==> config.mk <==
export PLATFORM = sky130hd
export DESIGN_NAME = vram_arbiter
export DESIGN_NICKNAME = d
export VERILOG_FILES = /design/src/rtl/vram_arbiter.sv
export SDC_FILE = /design/constraint.sdc
export NUM_CORES = 1
export LEC_CHECK = 0
export CAP_MARGIN = 25
export CORE_AREA = 10 10 198 144
export CTS_CLUSTER_DIAMETER = 120
export DETAILED_ROUTE_END_ITERATION = 8
export DIE_AREA = 0 0 208 154
export PLACE_DENSITY = 0.61
export SLEW_MARGIN = 20
export SYNTH_ARGS = -nofsm -noshare
export SYNTH_HDL_FRONTEND = slang
export SYNTH_SLANG_ARGS = --single-unit
export TNS_END_PERCENT = 10
==> constraint.sdc <==
create_clock -name clk -period 14 [get_ports clk]
set_input_delay 3.5 -clock clk [delete_from_list [all_inputs] [get_ports clk]]
set_output_delay 3.5 -clock clk [all_outputs]
set_load 0.02 [all_outputs]
==> src/rtl/vram_arbiter.sv <==
// Framebuffer RAM arbiter: display reads first, then the clear engine, then queued pixel writes.
// Define VBLANK_ONLY_WR_EN to restrict clear and FIFO writes to vertical blanking.
module vram_arbiter #(
  parameter int AW         = 17,
  parameter int DW         = 12,
  parameter int DEPTH      = 76800,
  parameter int FIFO_DEPTH = 4
) (
  input  logic          clk,
  input  logic          rst,
  input  logic          disp_req_i,
  input  logic [AW-1:0] disp_addr_i,
  output logic [DW-1:0] disp_data_o,
  output logic          disp_valid_o,
  input  logic          wr_valid_i,
  output logic          wr_ready_o,
  input  logic [AW-1:0] wr_addr_i,
  input  logic [DW-1:0] wr_data_i,
  input  logic          clr_start_i,
  input  logic [DW-1:0] clr_color_i,
  output logic          clr_busy_o,
  input  logic          vblank_i,
  output logic          mem_en_o,
  output logic          mem_we_o,
  output logic [AW-1:0] mem_addr_o,
  output logic [DW-1:0] mem_wdata_o,
  input  logic [DW-1:0] mem_rdata_i
);

  localparam int PW = $clog2(FIFO_DEPTH);
  localparam logic [AW-1:0] CLR_LAST = AW'(DEPTH - 1);

  typedef enum logic [0:0] {
    ST_IDLE  = 1'b0,
    ST_CLEAR = 1'b1
  } state_e;

  typedef enum logic [1:0] {
    GNT_NONE = 2'd0,
    GNT_DISP = 2'd1,
    GNT_CLR  = 2'd2,
    GNT_FIFO = 2'd3
  } grant_e;

  state_e        state_q, state_d;
  logic [AW-1:0] clr_addr_q, clr_addr_d;
  logic [DW-1:0] clr_color_q, clr_color_d;
  logic          clr_busy_q, clr_busy_d;

  logic [AW-1:0] fifo_addr_q [FIFO_DEPTH];
  logic [DW-1:0] fifo_data_q [FIFO_DEPTH];
  logic [PW:0]   wptr_q, wptr_d;
  logic [PW:0]   rptr_q, rptr_d;

  logic          mem_en_q, mem_en_d;
  logic          mem_we_q, mem_we_d;
  logic [AW-1:0] mem_addr_q, mem_addr_d;
  logic [DW-1:0] mem_wdata_q, mem_wdata_d;
  logic [1:0]    disp_vld_q;

  grant_e        grant_s;
  logic          bg_ok_s;
  logic          fifo_empty_s;
  logic          fifo_full_s;
  logic          push_s;
  logic          pop_s;

`ifdef VBLANK_ONLY_WR_EN
  assign bg_ok_s = vblank_i;
`else
  logic unused_vblank_s;
  assign unused_vblank_s = vblank_i;
  assign bg_ok_s         = 1'b1;
`endif

  assign fifo_empty_s = (wptr_q == rptr_q);
  assign fifo_full_s  = (wptr_q[PW] != rptr_q[PW]) && (wptr_q[PW-1:0] == rptr_q[PW-1:0]);
  assign push_s       = wr_valid_i && !fifo_full_s;
  assign pop_s        = (grant_s == GNT_FIFO);

  // Fixed-priority grant; the FIFO is held off for the start cycle too, so
  // writes queued before a clear always land after it.
  always_comb begin
    grant_s = GNT_NONE;
    if (disp_req_i) begin
      grant_s = GNT_DISP;
    end else if ((state_q == ST_CLEAR) && bg_ok_s) begin
      grant_s = GNT_CLR;
    end else if ((state_q == ST_IDLE) && !clr_start_i && !fifo_empty_s && bg_ok_s) begin
      grant_s = GNT_FIFO;
    end else begin
      grant_s = GNT_NONE;
    end
  end

  // Clear FSM next state
  always_comb begin
    state_d     = state_q;
    clr_addr_d  = clr_addr_q;
    clr_color_d = clr_color_q;
    case (state_q)
      ST_IDLE: begin
        if (clr_start_i) begin
          state_d     = ST_CLEAR;
          clr_addr_d  = {AW{1'b0}};
          clr_color_d = clr_color_i;
        end else begin
          state_d = ST_IDLE;
        end
      end
      ST_CLEAR: begin
        if (grant_s == GNT_CLR) begin
          if (clr_addr_q == CLR_LAST) begin
            state_d    = ST_IDLE;
            clr_addr_d = {AW{1'b0}};
          end else begin
            clr_addr_d = clr_addr_q + AW'(1);
          end
        end else begin
          state_d = ST_CLEAR;
        end
      end
      default: begin
        state_d    = ST_IDLE;
        clr_addr_d = {AW{1'b0}};
      end
    endcase
    // busy lags the state by one cycle so it stays up through the final clear write
    clr_busy_d = (state_q == ST_CLEAR) || ((state_q == ST_IDLE) && clr_start_i);
  end

  // FIFO pointer update
  always_comb begin
    wptr_d = wptr_q;
    rptr_d = rptr_q;
    if (push_s) begin
      wptr_d = wptr_q + {{PW{1'b0}}, 1'b1};
    end else begin
      wptr_d = wptr_q;
    end
    if (pop_s) begin
      rptr_d = rptr_q + {{PW{1'b0}}, 1'b1};
    end else begin
      rptr_d = rptr_q;
    end
  end

  // RAM command for next cycle
  always_comb begin
    mem_en_d    = 1'b0;
    mem_we_d    = 1'b0;
    mem_addr_d  = mem_addr_q;
    mem_wdata_d = mem_wdata_q;
    case (grant_s)
      GNT_DISP: begin
        mem_en_d   = 1'b1;
        mem_addr_d = disp_addr_i;
      end
      GNT_CLR: begin
        mem_en_d    = 1'b1;
        mem_we_d    = 1'b1;
        mem_addr_d  = clr_addr_q;
        mem_wdata_d = clr_color_q;
      end
      GNT_FIFO: begin
        mem_en_d    = 1'b1;
        mem_we_d    = 1'b1;
        mem_addr_d  = fifo_addr_q[rptr_q[PW-1:0]];
        mem_wdata_d = fifo_data_q[rptr_q[PW-1:0]];
      end
      default: begin
        mem_en_d = 1'b0;
        mem_we_d = 1'b0;
      end
    endcase
  end

  // Control and pipeline registers
  always_ff @(posedge clk or posedge rst) begin
    if (rst) begin
      state_q     <= ST_IDLE;
      clr_addr_q  <= {AW{1'b0}};
      clr_color_q <= {DW{1'b0}};
      clr_busy_q  <= 1'b0;
      wptr_q      <= {(PW+1){1'b0}};
      rptr_q      <= {(PW+1){1'b0}};
      mem_en_q    <= 1'b0;
      mem_we_q    <= 1'b0;
      mem_addr_q  <= {AW{1'b0}};
      mem_wdata_q <= {DW{1'b0}};
      disp_vld_q  <= 2'b00;
    end else begin
      state_q     <= state_d;
      clr_addr_q  <= clr_addr_d;
      clr_color_q <= clr_color_d;
      clr_busy_q  <= clr_busy_d;
      wptr_q      <= wptr_d;
      rptr_q      <= rptr_d;
      mem_en_q    <= mem_en_d;
      mem_we_q    <= mem_we_d;
      mem_addr_q  <= mem_addr_d;
      mem_wdata_q <= mem_wdata_d;
      disp_vld_q  <= {disp_vld_q[0], disp_req_i};
    end
  end

  // Write FIFO storage
  always_ff @(posedge clk or posedge rst) begin
    if (rst) begin
      for (int i = 0; i < FIFO_DEPTH; i++) begin
        fifo_addr_q[i] <= {AW{1'b0}};
        fifo_data_q[i] <= {DW{1'b0}};
      end
    end else if (push_s) begin
      fifo_addr_q[wptr_q[PW-1:0]] <= wr_addr_i;
      fifo_data_q[wptr_q[PW-1:0]] <= wr_data_i;
    end
  end

  // RAM output is itself registered; gating keeps disp_data at zero outside valid beats
  assign disp_data_o  = disp_vld_q[1] ? mem_rdata_i : {DW{1'b0}};
  assign disp_valid_o = disp_vld_q[1];
  assign wr_ready_o   = !fifo_full_s;
  assign clr_busy_o   = clr_busy_q;
  assign mem_en_o     = mem_en_q;
  assign mem_we_o     = mem_we_q;
  assign mem_addr_o   = mem_addr_q;
  assign mem_wdata_o  = mem_wdata_q;

endmodule
Word level (Yosys, flattened, before mapping)
Index checks and enable logic that the tools add are counted.
{ "word_totals": {"word_cells": 81, "reg_bits": 186} }
{ "op_classes": {"n_eq_ne": 9, "bitwise_logic": 3, "add_sub_neg": 3, "n_reduce_logical": 16, "order_cmp": 3, "mux": 28} }
{ "op_table": {"columns": ["cell", "n"], "rows": [
  ["2-to-1 mux 17 bit", 6],
  ["bitwise mux 68 bit", 1],
  ["case mux 17 bit (3 select lines)", 1],
  ["bitwise mux 48 bit", 1],
  ["2-to-1 mux 12 bit", 4],
  ["binary-select mux 17 bit (select 2 bit)", 1],
  ["demux 17 bit (select 2 bit)", 1],
  ["case mux 17 bit (2 select lines)", 1],
  ["binary-select mux 12 bit (select 2 bit)", 1],
  ["demux 12 bit (select 2 bit)", 1],
  ["case mux 12 bit (2 select lines)", 1],
  ["adder 17 x 1 -> 17 bit (second input constant)", 1],
  ["== test 17 bit (second input constant)", 1],
  ["adder 3 x 1 -> 3 bit (second input constant)", 2],
  ["greater-or-equal comparator 3 bit (second input constant)", 2],
  ["logical AND 1 bit", 6],
  ["2-to-1 mux 2 bit", 3],
  ["inverter 2 -> 3 bit", 2],
  ["2-to-1 mux 1 bit", 5],
  ["== test 2 bit (second input constant)", 2],
  ["AND reduction 2 bit", 2],
  ["== test 3 bit", 1],
  ["zero test 1 bit", 3],
  ["less-than comparator 3 x 1 -> 1 bit (second input constant)", 1],
  ["other kinds (12)", 12]
]} }

Depth between registers and ports, before layout
Gate-level depths: netlist of run 1.
{ "depth": {"ltp_word": 9, "mapped_depth": 6, "ltp_nobuf": 5} }

Least setup slack after synthesis of run 1
OpenSTA, ideal clock, no wires.
{ "synth_timing": {"kind": "in2out", "startpoint": "input mem_rdata_i[0]", "endpoint": "output disp_data_o[0]", "cell_stages": 1, "arrival_time_ns": 3.716, "path_slack_ns": 6.784, "n_path_buf": 0, "cell_sequence": "and2_1"} }
{ "synth_via": {"elab_chain_len": 1} }
{ "synth_lines": {"columns": ["element", "line", "rtl"], "rows": [
  ["start, declared", "27", "input logic [DW-1:0] mem_rdata_i"],
  ["2-to-1 mux 12 bit", "221", "assign disp_data_o = disp_vld_q[1] ? mem_rdata_i : {DW{1'b0}};"],
  ["end, declared", "13", "output logic [DW-1:0] disp_data_o,"]
]} }
No other way between the ends.

Worst setup path after layout of run 1
{ "layout_timing": {"startpoint": "input mem_rdata_i[7]", "endpoint": "output disp_data_o[7]"} }
Same word-level chain as after synthesis.

==> metrics.log, run 1 <==
[metrics] Post-CTS Hold Buffers: 0
[metrics] count of max-cap constraint violations: 0
[metrics] average instance area after synthesis: 13.26 um^2
[metrics] detailed-route vias per instance: 5.117
[metrics] number of nets with antenna violations after detailed routing: 0
[metrics] # H-tree levels: 4
[metrics] Worst Setup Path Type: primary input to output pin
[metrics] path type of the worst min-delay path: flip-flop to flip-flop
[metrics] worst-case vdd ir drop: roughly 86 uV
[metrics] Worst setup SP type: primary input
[metrics] Routed wire per std cell: roughly 20 um
[metrics] total via count after detailed routing: 5613
[metrics] global-route congestion overflow total: 0
[metrics] x dimension of the die: 208 um
[metrics] most frequent cells in the layout: dfrtp_1 (185), clkdlybuf4s50_1 (120), mux2_2 (87), nand2_1 (51), nor2_1 (34)
[metrics] number of storage elements in the synthesis netlist: 186
[metrics] fin crit period: approximately 8 ns
[metrics] total of endpoints with negative setup slack in the final report: 0
[metrics] clk root buf: clkbuf_16
[metrics] Pwr per Cell Area: 182.5 mW/mm^2
[metrics] Reg clk slew, reported paths: 0.07 ns
[metrics] routed wire length: 22120 um
[metrics] CTS tree: yes
[metrics] y dimension of the die: 154 um
[metrics] leading register cell type out of synthesis: dfrtp_1
[metrics] Final Net Count: 837
[metrics] leading cell type in the layout, fill and taps excluded: dfrtp_1
[metrics] detailed placer's ending HPWL: ~15000 um
[metrics] gate count of the mapped netlist: roughly 640
[metrics] number of enable flip-flop cells after synthesis: 0
[metrics] share of the clock period used by the worst path after layout: 0.5860
[metrics] R2R depth: 4
[metrics] die area: 0.03203 mm^2
[metrics] final-layout setup total negative slack: 0 ns
[metrics] maximum fanout along the worst path: 1
[metrics] weighted congestion at the end of routability-driven global placement: 0.8274
[metrics] Async SR Flop Fraction: 1.000
[metrics] result of the run: complete, no violations
[metrics] wire length of the first global-routing pass: 34620 um
[metrics] share of synthesized area occupied by flip-flops and latches: 0.5449
[metrics] final worst clock skew: 0.01317 ns
[metrics] CP Data Required Time: between 10 and 15 ns
[metrics] CP Launch Point: mem_rdata_i[7]
[metrics] Starting Density: 0.3486
[metrics] reg2reg end: clr_addr_q[15]$_DFFE_PP0P_
[metrics] post-CTS setup repair buffer count: 0
[metrics] standard-cell row count: 48
[metrics] Layout Cell Area excl Fill: 0.01070 mm^2
[metrics] clock tree buffer depth: 2
[metrics] launch point of the worst reg-to-reg path: state_q$_DFF_PP0_
[metrics] setup slack of the worst register-to-register path: between 10 and 15 ns
[metrics] clock buffers created by TritonCTS: 17
[metrics] GRT Total Usage: 0.1372
[metrics] setup repair after global routing missed its margin: no
[metrics] measured slew at the worst slew-check pin: 0.9746 ns
[metrics] count of pins on the block boundary: 122
[metrics] Clock Latency Late Sink: roughly 0.44 ns
[metrics] Lkg Pwr: 4.469 nW
[metrics] synthesis warning total: 0
[metrics] final total power: around 2 mW
[metrics] DRC errors left: 0
[metrics] Netlist cell types: 47
[metrics] signal arrival time at the worst endpoint: 4.70 ns
[metrics] fraction of final layout cells with drive strength greater than 1: 0.2617
[metrics] via count of the first global-routing pass: 5657
[metrics] P&R area growth vs syn: 25.22%
[metrics] post-CTS resize count: 0
[metrics] Buffers on Ports: 120
[metrics] nets in the synthesized netlist: 726
[metrics] total core area: 0.02450 mm^2
[metrics] termination of the worst setup path: disp_data_o[7]
[metrics] filler cell count: between 2000 and 2500
[metrics] number of design-rule violations left by the first detailed-router iteration: slightly below 400
[metrics] netlist area before placement: 0.008542 mm^2
[metrics] maximum clock frequency: between 100 and 150 MHz
[metrics] Critical Path End Type: output pin
[metrics] final-report hold violation count: 0
[metrics] largest net degree at the start of global routing: 76
[metrics] first-pass detailed-route iteration total: 5
[metrics] initial antenna violation count: 6
[metrics] Sinks on Clock Net: 186
[metrics] headroom to the max-slew limit: 0.3489
[metrics] placed inst area: 0.01004 mm^2
[metrics] number of max-slew violations in the final report: 0
## cell type report
type	count	area, um^2	share of cell area
antenna	4	10.01	0.0009358
clock buffer	17	425.4	0.03977
clock inverter	15	195.2	0.01825
inverter	11	46.29	0.004328
multi-input combinational	405	3641	0.3404
sequential	186	4656	0.4353
tap	325	406.6	0.03802
timing repair buffer	134	1316	0.1231
## cells by family (layout without fill, tap and decap cells)
family	Yosys count	count (layout)	synth area share
compound gates	59	59	0.05376
flops	186	186	0.5449
other cells	0	4	0
fa+ha+maj	6	6	0.008788
mux	146	146	0.2439
xor+xnor	14	14	0.01611
buf+inv	53	177	0.02915
simple gates	180	180	0.1034
## sequential cells by signal, summed over array words and instances (netlist names)
| register | cells |
|---|---|
| fifo_addr_q | 68 |
| fifo_data_q | 48 |
| clr_addr_q | 17 |
| mem_addr_o | 17 |
| clr_color_q | 12 |
| mem_wdata_o | 12 |
| rptr_q | 3 |
| wptr_q | 3 |
| disp_vld_q | 2 |
| clr_busy_o | 1 |
| mem_en_o | 1 |
| mem_we_o | 1 |
| state_q | 1 |
## metrics by stage
stage               worst slack (ns)  utilization  hold WS [ns]  instances
CTS                            5.793       0.4351        0.3513       1091
global placement               5.794       0.4098        0.3316       1059
floorplan                      5.443            -        0.3312        644
detailed placement             5.793       0.4098        0.3347       1059
finish                         5.796       0.4365        0.3509       1097
global route                   5.772       0.4361        0.3658       1093
## power by group
group,switching [mW],total [mW],internal [mW]
Combinational,0.228,0.591,0.363
Sequential,0.113,0.850,0.737
Clock,0.236,0.511,0.275
## cells in the mapped netlist (2+ instances only)
library cell / count / share of area
dfrtp_1: 186 / 0.54
mux2_2: 87 / 0.11
nand2_1: 52 / 0.023
nor2_1: 34 / 0.015
mux2_4: 30 / 0.053
mux4_2: 29 / 0.076
clkbuf_1: 19 / 0.0083
nor3_1: 18 / 0.011
nor4_1: 18 / 0.013
o22ai_1: 16 / 0.012
buf_2: 15 / 0.0088
and2_1: 14 / 0.010
nor2b_1: 14 / 0.010
a221o_1: 13 / 0.015
nand3_1: 12 / 0.0070
inv_1: 10 / 0.0044
o21ai_0: 9 / 0.0053
xnor2_1: 7 / 0.0072
ha_1: 6 / 0.0088
nand4_1: 6 / 0.0044
xor2_1: 5 / 0.0051
a21oi_1: 4 / 0.0023
buf_6: 3 / 0.0040
o2111ai_1: 3 / 0.0031
or3_1: 3 / 0.0022
a211oi_1: 2 / 0.0018
a31oi_4: 2 / 0.0050
and3_1: 2 / 0.0015
and4_1: 2 / 0.0021
buf_1: 2 / 0.00088
buf_4: 2 / 0.0018
nand2b_1: 2 / 0.0015
o211ai_1: 2 / 0.0018
xnor2_2: 2 / 0.0038
## worst max-delay path, stage by stage
cell and delay [ns]:
clkdlybuf4s50_1 0.44, and2_1 0.11, clkdlybuf4s50_1 0.64
## how the worst min path moves through the flow
stage,endpoint,startpoint,cells after the start
after global placement,disp_vld_q[1]$_DFF_PP0_,disp_vld_q[0]$_DFF_PP0_,0
after floorplan,disp_vld_q[1]$_DFF_PP0_,disp_vld_q[0]$_DFF_PP0_,0
after global routing,disp_vld_q[1]$_DFF_PP0_,disp_vld_q[0]$_DFF_PP0_,0
final,disp_vld_q[1]$_DFF_PP0_,disp_vld_q[0]$_DFF_PP0_,0
after detailed placement,disp_vld_q[1]$_DFF_PP0_,disp_vld_q[0]$_DFF_PP0_,0
after CTS,disp_vld_q[1]$_DFF_PP0_,disp_vld_q[0]$_DFF_PP0_,0
## metal layers
layer | GRT usage | vias to the layer above | routed length (um)
met4 | 0.03441 | 4 | 193
met2 | 0.1963 | 152 | 9579
met3 | 0.04837 | 24 | 1514
li1 | - | 2588 | -
met1 | 0.1924 | 2845 | 10790
met5 | 0 | - | 35
(Power assumes the default switching activity.)
==> inputs of run 2 (changes only) <==
--- a/config.mk
+++ b/config.mk
@@ -10,7 +10,7 @@
 export CTS_CLUSTER_DIAMETER = 120
 export DETAILED_ROUTE_END_ITERATION = 8
 export DIE_AREA = 0 0 208 154
-export PLACE_DENSITY = 0.61
+export PLACE_DENSITY = 0.63
 export SLEW_MARGIN = 20
 export SYNTH_ARGS = -nofsm -noshare
 export SYNTH_HDL_FRONTEND = slang
==> constraint.sdc (replaced) <==
create_clock -name clk -period 6.7 [get_ports clk]
set_input_delay 1.675 -clock clk [delete_from_list [all_inputs] [get_ports clk]]
set_output_delay 1.675 -clock clk [all_outputs]
set_load 0.02 [all_outputs]
==> run 2 against run 1 <==
Largest cell class unchanged. Critical path depth unchanged. Utilization fell by 0.092 points. Setup slack got worse by 3.6 ns. Critical path type unchanged. Total power grew 110%. Hold slack worse by 0.0013 ns. Die area did not move. Non-clock buffer count fell by 3. Clock skew decreased by 0.0014 ns. Critical endpoint is now disp_data_o[10]. Global-route usage decreased by 0.46 points.
==> metrics.log, run 2 (synthesis results as in run 1) <==
[metrics] result of the run: complete, no violations
[metrics] die area: 0.03203 mm^2 (unchanged)
[metrics] initial antenna violation count: 4 (-2)
[metrics] # H-tree levels: 4 (unchanged)
[metrics] critical-path cell list: clkdlybuf4s50_1, and2_1, clkdlybuf4s50_1
[metrics] detailed placer's ending HPWL: 14470 um (-2.2%)
[metrics] reg2reg end: fifo_addr_q[41]$_DFFE_PP0P_
[metrics] maximum fanout along the worst path: 1 (unchanged)
[metrics] leading cell type in the layout, fill and taps excluded: dfrtp_1
[metrics] Worst Setup Slack, final: 2.176 ns (-3.620 ns)
[metrics] number of max-slew violations in the final report: 0 (unchanged)
[metrics] Worst Setup Path Type: primary input to output pin
[metrics] final design utilization: 0.4356 (-0.0009190)
[metrics] R2R depth: 6 (+2)
[metrics] setup repair after global routing missed its margin: no
[metrics] Buffers on Ports: 120 (unchanged)
[metrics] P&R area growth vs syn: 24.96%
[metrics] share of the clock period used by the worst path after layout: 0.6752
[metrics] cell type with the highest occurrence count on the critical path: clkdlybuf4s50_1
[metrics] number of design-rule violations left by the first detailed-router iteration: 371 (-6.8%)
[metrics] flip-flop count of the largest register after layout: 68 (unchanged)
[metrics] Sinks on Clock Net: 186 (unchanged)
[metrics] number of nets with antenna violations after detailed routing: 0 (unchanged)
[metrics] fin crit period: 4.524 ns
[metrics] final worst clock skew: 0.01179 ns (-0.001386 ns)
[metrics] most frequent cells in the layout: dfrtp_1 (185), clkdlybuf4s50_1 (120), mux2_2 (87), nand2_1 (51), nor2_1 (34)
[metrics] largest net degree at the start of global routing: 154 (+100%)
[metrics] hold path endpoint: disp_vld_q[1]$_DFF_PP0_
[metrics] Lkg Pwr: 4.453 nW (-0.37%)
[metrics] via count of the first global-routing pass: 5626 (-0.55%)
[metrics] headroom to the max-slew limit: 0.3278 (-0.02109)
[metrics] post-CTS resize count: 0 (unchanged)
[metrics] fraction of final layout cells with drive strength greater than 1: 0.2575 (-0.004202)
[metrics] path type of the worst min-delay path: flip-flop to flip-flop
[metrics] cell family contributing the most delay on the critical path: buffers and inverters
[metrics] final-report hold violation count: 0 (unchanged)
[metrics] Buf/Inv on CP: 2 (unchanged)
[metrics] largest register by flop count: fifo_addr_q
[metrics] standard-cell row count: 48 (unchanged)
[metrics] clk root buf: clkbuf_16
[metrics] detailed-route vias per instance: 5.038 (-1.5%)
[metrics] clock tree buffer depth: 2 (unchanged)
[metrics] registers with the most flip-flops: fifo_addr_q x68, fifo_data_q x48
[metrics] wire length of the first global-routing pass: 33690 um (-2.7%)
[metrics] x dimension of the die: 208 um (unchanged)
[metrics] worst-case vdd ir drop: 199.0 uV (+130%)
[metrics] Pwr per Cell Area: 381.3 mW/mm^2 (+110%)
[metrics] launch point of the worst reg-to-reg path: rptr_q[0]$_DFFE_PP0N_
[metrics] DRC errors left: 0 (unchanged)
[metrics] Final Net Count: 834 (-0.36%)
[metrics] delay of the slowest cell on the worst path: 0.61 ns (-0.03 ns)
[metrics] CP Data Required Time: 5.03 ns (-5.47 ns)
[metrics] Routed wire per std cell: 19.46 um (-3.5%)
[metrics] Crit path depth: 3 (unchanged)
[metrics] Clock Latency Late Sink: 0.43 ns (about the same)
[metrics] clock buffers created by TritonCTS: 17 (unchanged)
[metrics] setup slack of the worst register-to-register path: 3.80 ns (-7.37 ns)
[metrics] number of stages on the worst hold path: 0 (unchanged)
[metrics] weighted congestion at the end of routability-driven global placement: 0.7952 (-3.9%)
[metrics] total of endpoints with negative setup slack in the final report: 0 (unchanged)
[metrics] placed inst area: 0.01004 mm^2 (about the same)
[metrics] post-CTS setup repair buffer count: 0 (unchanged)
[metrics] final-layout setup total negative slack: 0 ns (unchanged)
[metrics] Max stage delay cell, worst path: clkdlybuf4s50_1
[metrics] measured slew at the worst slew-check pin: 0.9997 ns (+0.02510 ns)
[metrics] worst setup timing slack at the placement stage: 2.174 ns (-3.619 ns)
[metrics] count of pins on the block boundary: 122 (unchanged)
[metrics] number of antenna cells inserted: 0 (-4)
[metrics] worst hold slack after final layout: 0.3496 ns (-0.001294 ns)
[metrics] first-pass detailed-route iteration total: 5 (unchanged)
[metrics] Critical Path End Type: output pin
[metrics] maximum clock frequency: approximately 220 MHz
[metrics] routed wire length: 21210 um (-4.1%)
[metrics] y dimension of the die: 154 um (unchanged)
[metrics] Worst setup SP type: primary input
[metrics] total via count after detailed routing: 5491 (-2.2%)
[metrics] count of max-cap constraint violations: 0 (unchanged)
[metrics] CTS tree: yes
[metrics] Reg clk slew, reported paths: 0.07 ns (about the same)
[metrics] Post-CTS Hold Buffers: 0 (unchanged)
[metrics] global-route congestion overflow total: 0 (unchanged)
[metrics] Layout Cell Area excl Fill: 0.01067 mm^2 (-0.21%)
[metrics] signal arrival time at the worst endpoint: 2.85 ns (-1.85 ns)
[metrics] Starting Density: 0.3486 (unchanged)
[metrics] GRT Total Usage: 0.1326 (-0.004594)
[metrics] source of the worst hold timing path: disp_vld_q[0]$_DFF_PP0_
[metrics] total core area: 0.02450 mm^2 (unchanged)
run 2: cell count changes in the layout (fill, tap and decap cells not counted), sizes merged:
cell      before  now
buf           13   11
bufinv         2    3
clkinv         4    3
clkinvlp       1    2
diode          4    0
inv           19   17
run 2: where the power goes:
part	switching [mW]	internal, mW	leakage [nW]
sequential	0.231	1.54	2.25
combinational	0.472	0.757	1.90
clock	0.464	0.605	0.305
total	1.17	2.90	4.45
run 2: worst reg2reg max path, delay by kind of cell, from the launching register on:
family	cells	cell delay [ns]
buf+inv	2	0.95
simple gates	1	0.67
mux	1	0.38
flops	1	0.34
xor+xnor	1	0.27
compound gates	1	0.18
run 2: metal layers:
metal  vias up  track usage  part of all wire  wire length [um]
met5         -            0            0.0021                44
met4         8      0.03304            0.0092               195
met3        25      0.03866             0.056              1192
met2       133       0.1924              0.44              9316
met1      2753       0.1887              0.49             10460
li1       2572            -                 -                 -
run 2: cell type report:
type / count / area, um^2
fillers: 2243 / 13830
multi-input cells: 405 / 3641
inverters: 11 / 45.04
flip-flops and latches: 186 / 4656
well taps: 325 / 406.6
repair buffers: 131 / 1296
clock inverters: 14 / 200.2
clock buffers: 18 / 429.2
run 2: worst max path at each step:
stage	start	endpoint	slack (ns)
3_3_place_gp	mem_rdata_i[8]	disp_data_o[8]	2.18
3_5_place_dp	mem_rdata_i[6]	disp_data_o[6]	2.17
5_1_grt	mem_rdata_i[6]	disp_data_o[6]	2.13
4_1_cts	mem_rdata_i[6]	disp_data_o[6]	2.17
6_report	mem_rdata_i[10]	disp_data_o[10]	2.18
2_1_floorplan	rst	clr_addr_q[0]$_DFFE_PP0P_	2.63
run 2: per-stage QoR:
stage,power [mW],std cells
floorplan,2.681,644
global placement,2.992,1058
detailed placement,3.027,1058
CTS,4.109,1090
global route,4.288,1090
finish,4.070,1090
==> inputs of run 3 (changes only) <==
--- a/config.mk
+++ b/config.mk
@@ -10,7 +10,7 @@
 export CTS_CLUSTER_DIAMETER = 120
 export DETAILED_ROUTE_END_ITERATION = 8
 export DIE_AREA = 0 0 208 154
-export PLACE_DENSITY = 0.63
+export PLACE_DENSITY = 0.61
 export SLEW_MARGIN = 20
 export SYNTH_ARGS = -nofsm -noshare
 export SYNTH_HDL_FRONTEND = slang
==> constraint.sdc (replaced) <==
create_clock -name clk -period 4.6 [get_ports clk]
set_input_delay 1.15 -clock clk [delete_from_list [all_inputs] [get_ports clk]]
set_output_delay 1.15 -clock clk [all_outputs]
set_load 0.02 [all_outputs]
==> run 3 against run 2 <==
Critical path depth did not move. Sequential cell count did not move. Count of clock-buffer cells in the layout rose by 1. Combinational power rose by 46%. First-iteration DRC count rose by 31%.
==> metrics.log, run 3 (synthesis results as in run 1) <==
[metrics] number of max-slew violations in the final report: 0 (unchanged)
[metrics] final-layout setup total negative slack: 0 ns (unchanged)
[metrics] registers with the most flip-flops: fifo_addr_q x68, fifo_data_q x48
[metrics] clock network fraction of total power: 0.250 (-0.013)
[metrics] largest net degree at the start of global routing: 96 (-38%)
[metrics] worst-case vdd ir drop: 278.3 uV (+40%)
[metrics] y dimension of the die: 154 um (unchanged)
[metrics] clock buffers created by TritonCTS: 17 (unchanged)
[metrics] maximum clock frequency: 287.3 MHz
[metrics] fin crit period: 3.480 ns
[metrics] detailed-route vias per instance: 5.081 (+0.86%)
[metrics] Worst setup SP type: primary input
[metrics] leading cell type in the layout, fill and taps excluded: dfrtp_1
[metrics] Buf/Inv on CP: 2 (unchanged)
[metrics] wire length of the first global-routing pass: 34980 um (+3.8%)
[metrics] Routed wire per std cell: 20.01 um (+2.8%)
[metrics] setup repair after global routing missed its margin: no
[metrics] Reg clk slew, reported paths: 0.07 ns (about the same)
[metrics] CP Data Required Time: 3.45 ns (-1.58 ns)
[metrics] CTS tree: yes
[metrics] result of the run: complete, no violations
[metrics] fraction of final layout cells with drive strength greater than 1: 0.2655 (+0.007948)
[metrics] initial antenna violation count: 6 (+2)
[metrics] sequential share of power: 0.443 (+0.008)
[metrics] total of endpoints with negative setup slack in the final report: 0 (unchanged)
[metrics] Lkg Pwr: 4.484 nW (+0.70%)
[metrics] # H-tree levels: 4 (unchanged)
[metrics] clk root buf: clkbuf_16
[metrics] clock tree buffer depth: 2 (unchanged)
[metrics] signal arrival time at the worst endpoint: 2.33 ns (-0.52 ns)
[metrics] proportion of total power due to net switching: 0.2939 (+0.007103)
[metrics] number of design-rule violations left by the first detailed-router iteration: 486 (+31%)
[metrics] detailed placer's ending HPWL: 15590 um (+7.8%)
[metrics] Starting Density: 0.3486 (unchanged)
[metrics] most frequent cells in the layout: dfrtp_1 (185), clkdlybuf4s50_1 (120), mux2_2 (87), nand2_1 (52), nor2_1 (34)
[metrics] post-CTS setup repair buffer count: 0 (unchanged)
[metrics] maximum fanout along the worst path: 1 (unchanged)
[metrics] setup slack of the worst register-to-register path: 2.17 ns (-1.63 ns)
[metrics] post-CTS resize count: 0 (unchanged)
[metrics] weighted congestion at the end of routability-driven global placement: 0.8254 (+3.8%)
[metrics] filler cell count: 2252 (+0.40%)
[metrics] P&R area growth vs syn: 25.49%
[metrics] global-route congestion overflow total: 0 (unchanged)
[metrics] die area: 0.03203 mm^2 (unchanged)
[metrics] count of max-cap constraint violations: 0 (unchanged)
[metrics] GRT Total Usage: 0.1386 (+0.005999)
[metrics] via count of the first global-routing pass: 5752 (+2.2%)
[metrics] Sinks on Clock Net: 186 (unchanged)
[metrics] Post-CTS Hold Buffers: 0 (unchanged)
[metrics] Pwr per Cell Area: 545.1 mW/mm^2 (+43%)
[metrics] largest register by flop count: fifo_addr_q
[metrics] Clock Latency Late Sink: 0.44 ns (about the same)
[metrics] internal power: 4.126 mW (+42%)
[metrics] path type of the worst min-delay path: flip-flop to flip-flop
[metrics] share of the clock period used by the worst path after layout: 0.7566
[metrics] number of nets with antenna violations after detailed routing: 0 (unchanged)
[metrics] final worst clock skew: 0.01590 ns (+0.004116 ns)
[metrics] routed wire length: 22080 um (+4.1%)
[metrics] Max stage delay cell, worst path: clkdlybuf4s50_1
[metrics] flip-flop count of the largest register after layout: 68 (unchanged)
[metrics] Final Net Count: 845 (+1.3%)
[metrics] Buffers on Ports: 120 (unchanged)
[metrics] cell type with the highest occurrence count on the critical path: clkdlybuf4s50_1
[metrics] Critical Path End Type: output pin
[metrics] part of the power in combinational logic: 0.307 (+0.005)
[metrics] net switching component of the power: 1.717 mW (+47%)
[metrics] standard-cell row count: 48 (unchanged)
[metrics] total via count after detailed routing: 5604 (+2.1%)
[metrics] cell family contributing the most delay on the critical path: buffers and inverters
[metrics] x dimension of the die: 208 um (unchanged)
[metrics] delay of the slowest cell on the worst path: 0.62 ns (about the same)
[metrics] critical-path cell list: clkdlybuf4s50_1, and2_1, clkdlybuf4s50_1
[metrics] final-report hold violation count: 0 (unchanged)
[metrics] Worst Setup Slack, final: 1.120 ns (-1.056 ns)
[metrics] DRC errors left: 0 (unchanged)
[metrics] worst hold slack after final layout: 0.3497 ns (+0.00005300 ns)
[metrics] first-pass detailed-route iteration total: 4 (-1)
[metrics] measured slew at the worst slew-check pin: 0.8689 ns (-0.1308 ns)
[metrics] Worst Setup Path Type: primary input to output pin
[metrics] total core area: 0.02450 mm^2 (unchanged)
[metrics] count of pins on the block boundary: 122 (unchanged)
[metrics] worst setup timing slack at the placement stage: 1.097 ns (-1.077 ns)
[metrics] headroom to the max-slew limit: 0.4207 (+0.09289)
==> run 3: changes by cell type in the layout (fill, tap and decap cells not counted), sizes merged <==
cell,delta
clkbuf,+1
bufinv,-2
clkinv,+2
buf,+11
inv,-1
diode,+2
==> run 3: final timing paths <==
kind                                    startpoint                           to  cells past startpoint
min                        disp_vld_q[0]$_DFF_PP0_      disp_vld_q[1]$_DFF_PP0_                      0
min in group asynchronous                      rst  fifo_addr_q[48]$_DFFE_PP0P_                      2
max                                 mem_rdata_i[8]               disp_data_o[8]                      3
max reg2reg                  wptr_q[0]$_DFFE_PP0P_  fifo_data_q[35]$_DFFE_PP0P_                      5
min reg2reg                disp_vld_q[0]$_DFF_PP0_      disp_vld_q[1]$_DFF_PP0_                      0
max in group asynchronous                      rst    clr_addr_q[4]$_DFFE_PP0P_                      3
==> run 3: area by class of cell <==
class                           instances  area (um^2)  area share
Clock inverter                         13        156.4     0.01459
Tap cell                              325        406.6     0.03794
Timing Repair Buffer                  142         1379      0.1286
Inverter                               11        45.04    0.004202
Antenna cell                            2        5.005   0.0004669
Sequential cell                       186         4656      0.4343
Clock buffer                           19        432.9     0.04039
Multi-Input combinational cell        405         3638      0.3394
==> run 3: per-layer routing <==
metal,track usage,vias to the layer above,wire [um]
met5,0,-,54
met2,0.2018,111,9766
li1,-,2597,-
met3,0.04837,25,1295
met4,0.03338,8,200
met1,0.1923,2863,10760
==> run 3: power groups by stage <==
| stage | Clock [mW] | Combinational [mW] | Sequential [mW] |
|---|---|---|---|
| 2_1_floorplan | 0 | 1.37 | 2.54 |
| 3_3_place_gp | 0 | 1.77 | 2.59 |
| 3_5_place_dp | 0 | 1.81 | 2.61 |
| 4_1_cts | 1.50 | 1.82 | 2.59 |
| 5_1_grt | 1.57 | 1.93 | 2.67 |
| 6_report | 1.46 | 1.79 | 2.59 |
==> run 3: through the flow <==
stage	power (mW)	cell area (um^2)	utilization	std cells
4_1_cts	5.904	10710	0.4372	1101
2_1_floorplan	3.905	8546	-	644
5_1_grt	6.169	10710	0.4372	1101
6_report	5.843	10720	0.4374	1103
3_5_place_dp	4.426	10120	0.4132	1069
3_3_place_gp	4.366	10120	0.4132	1069
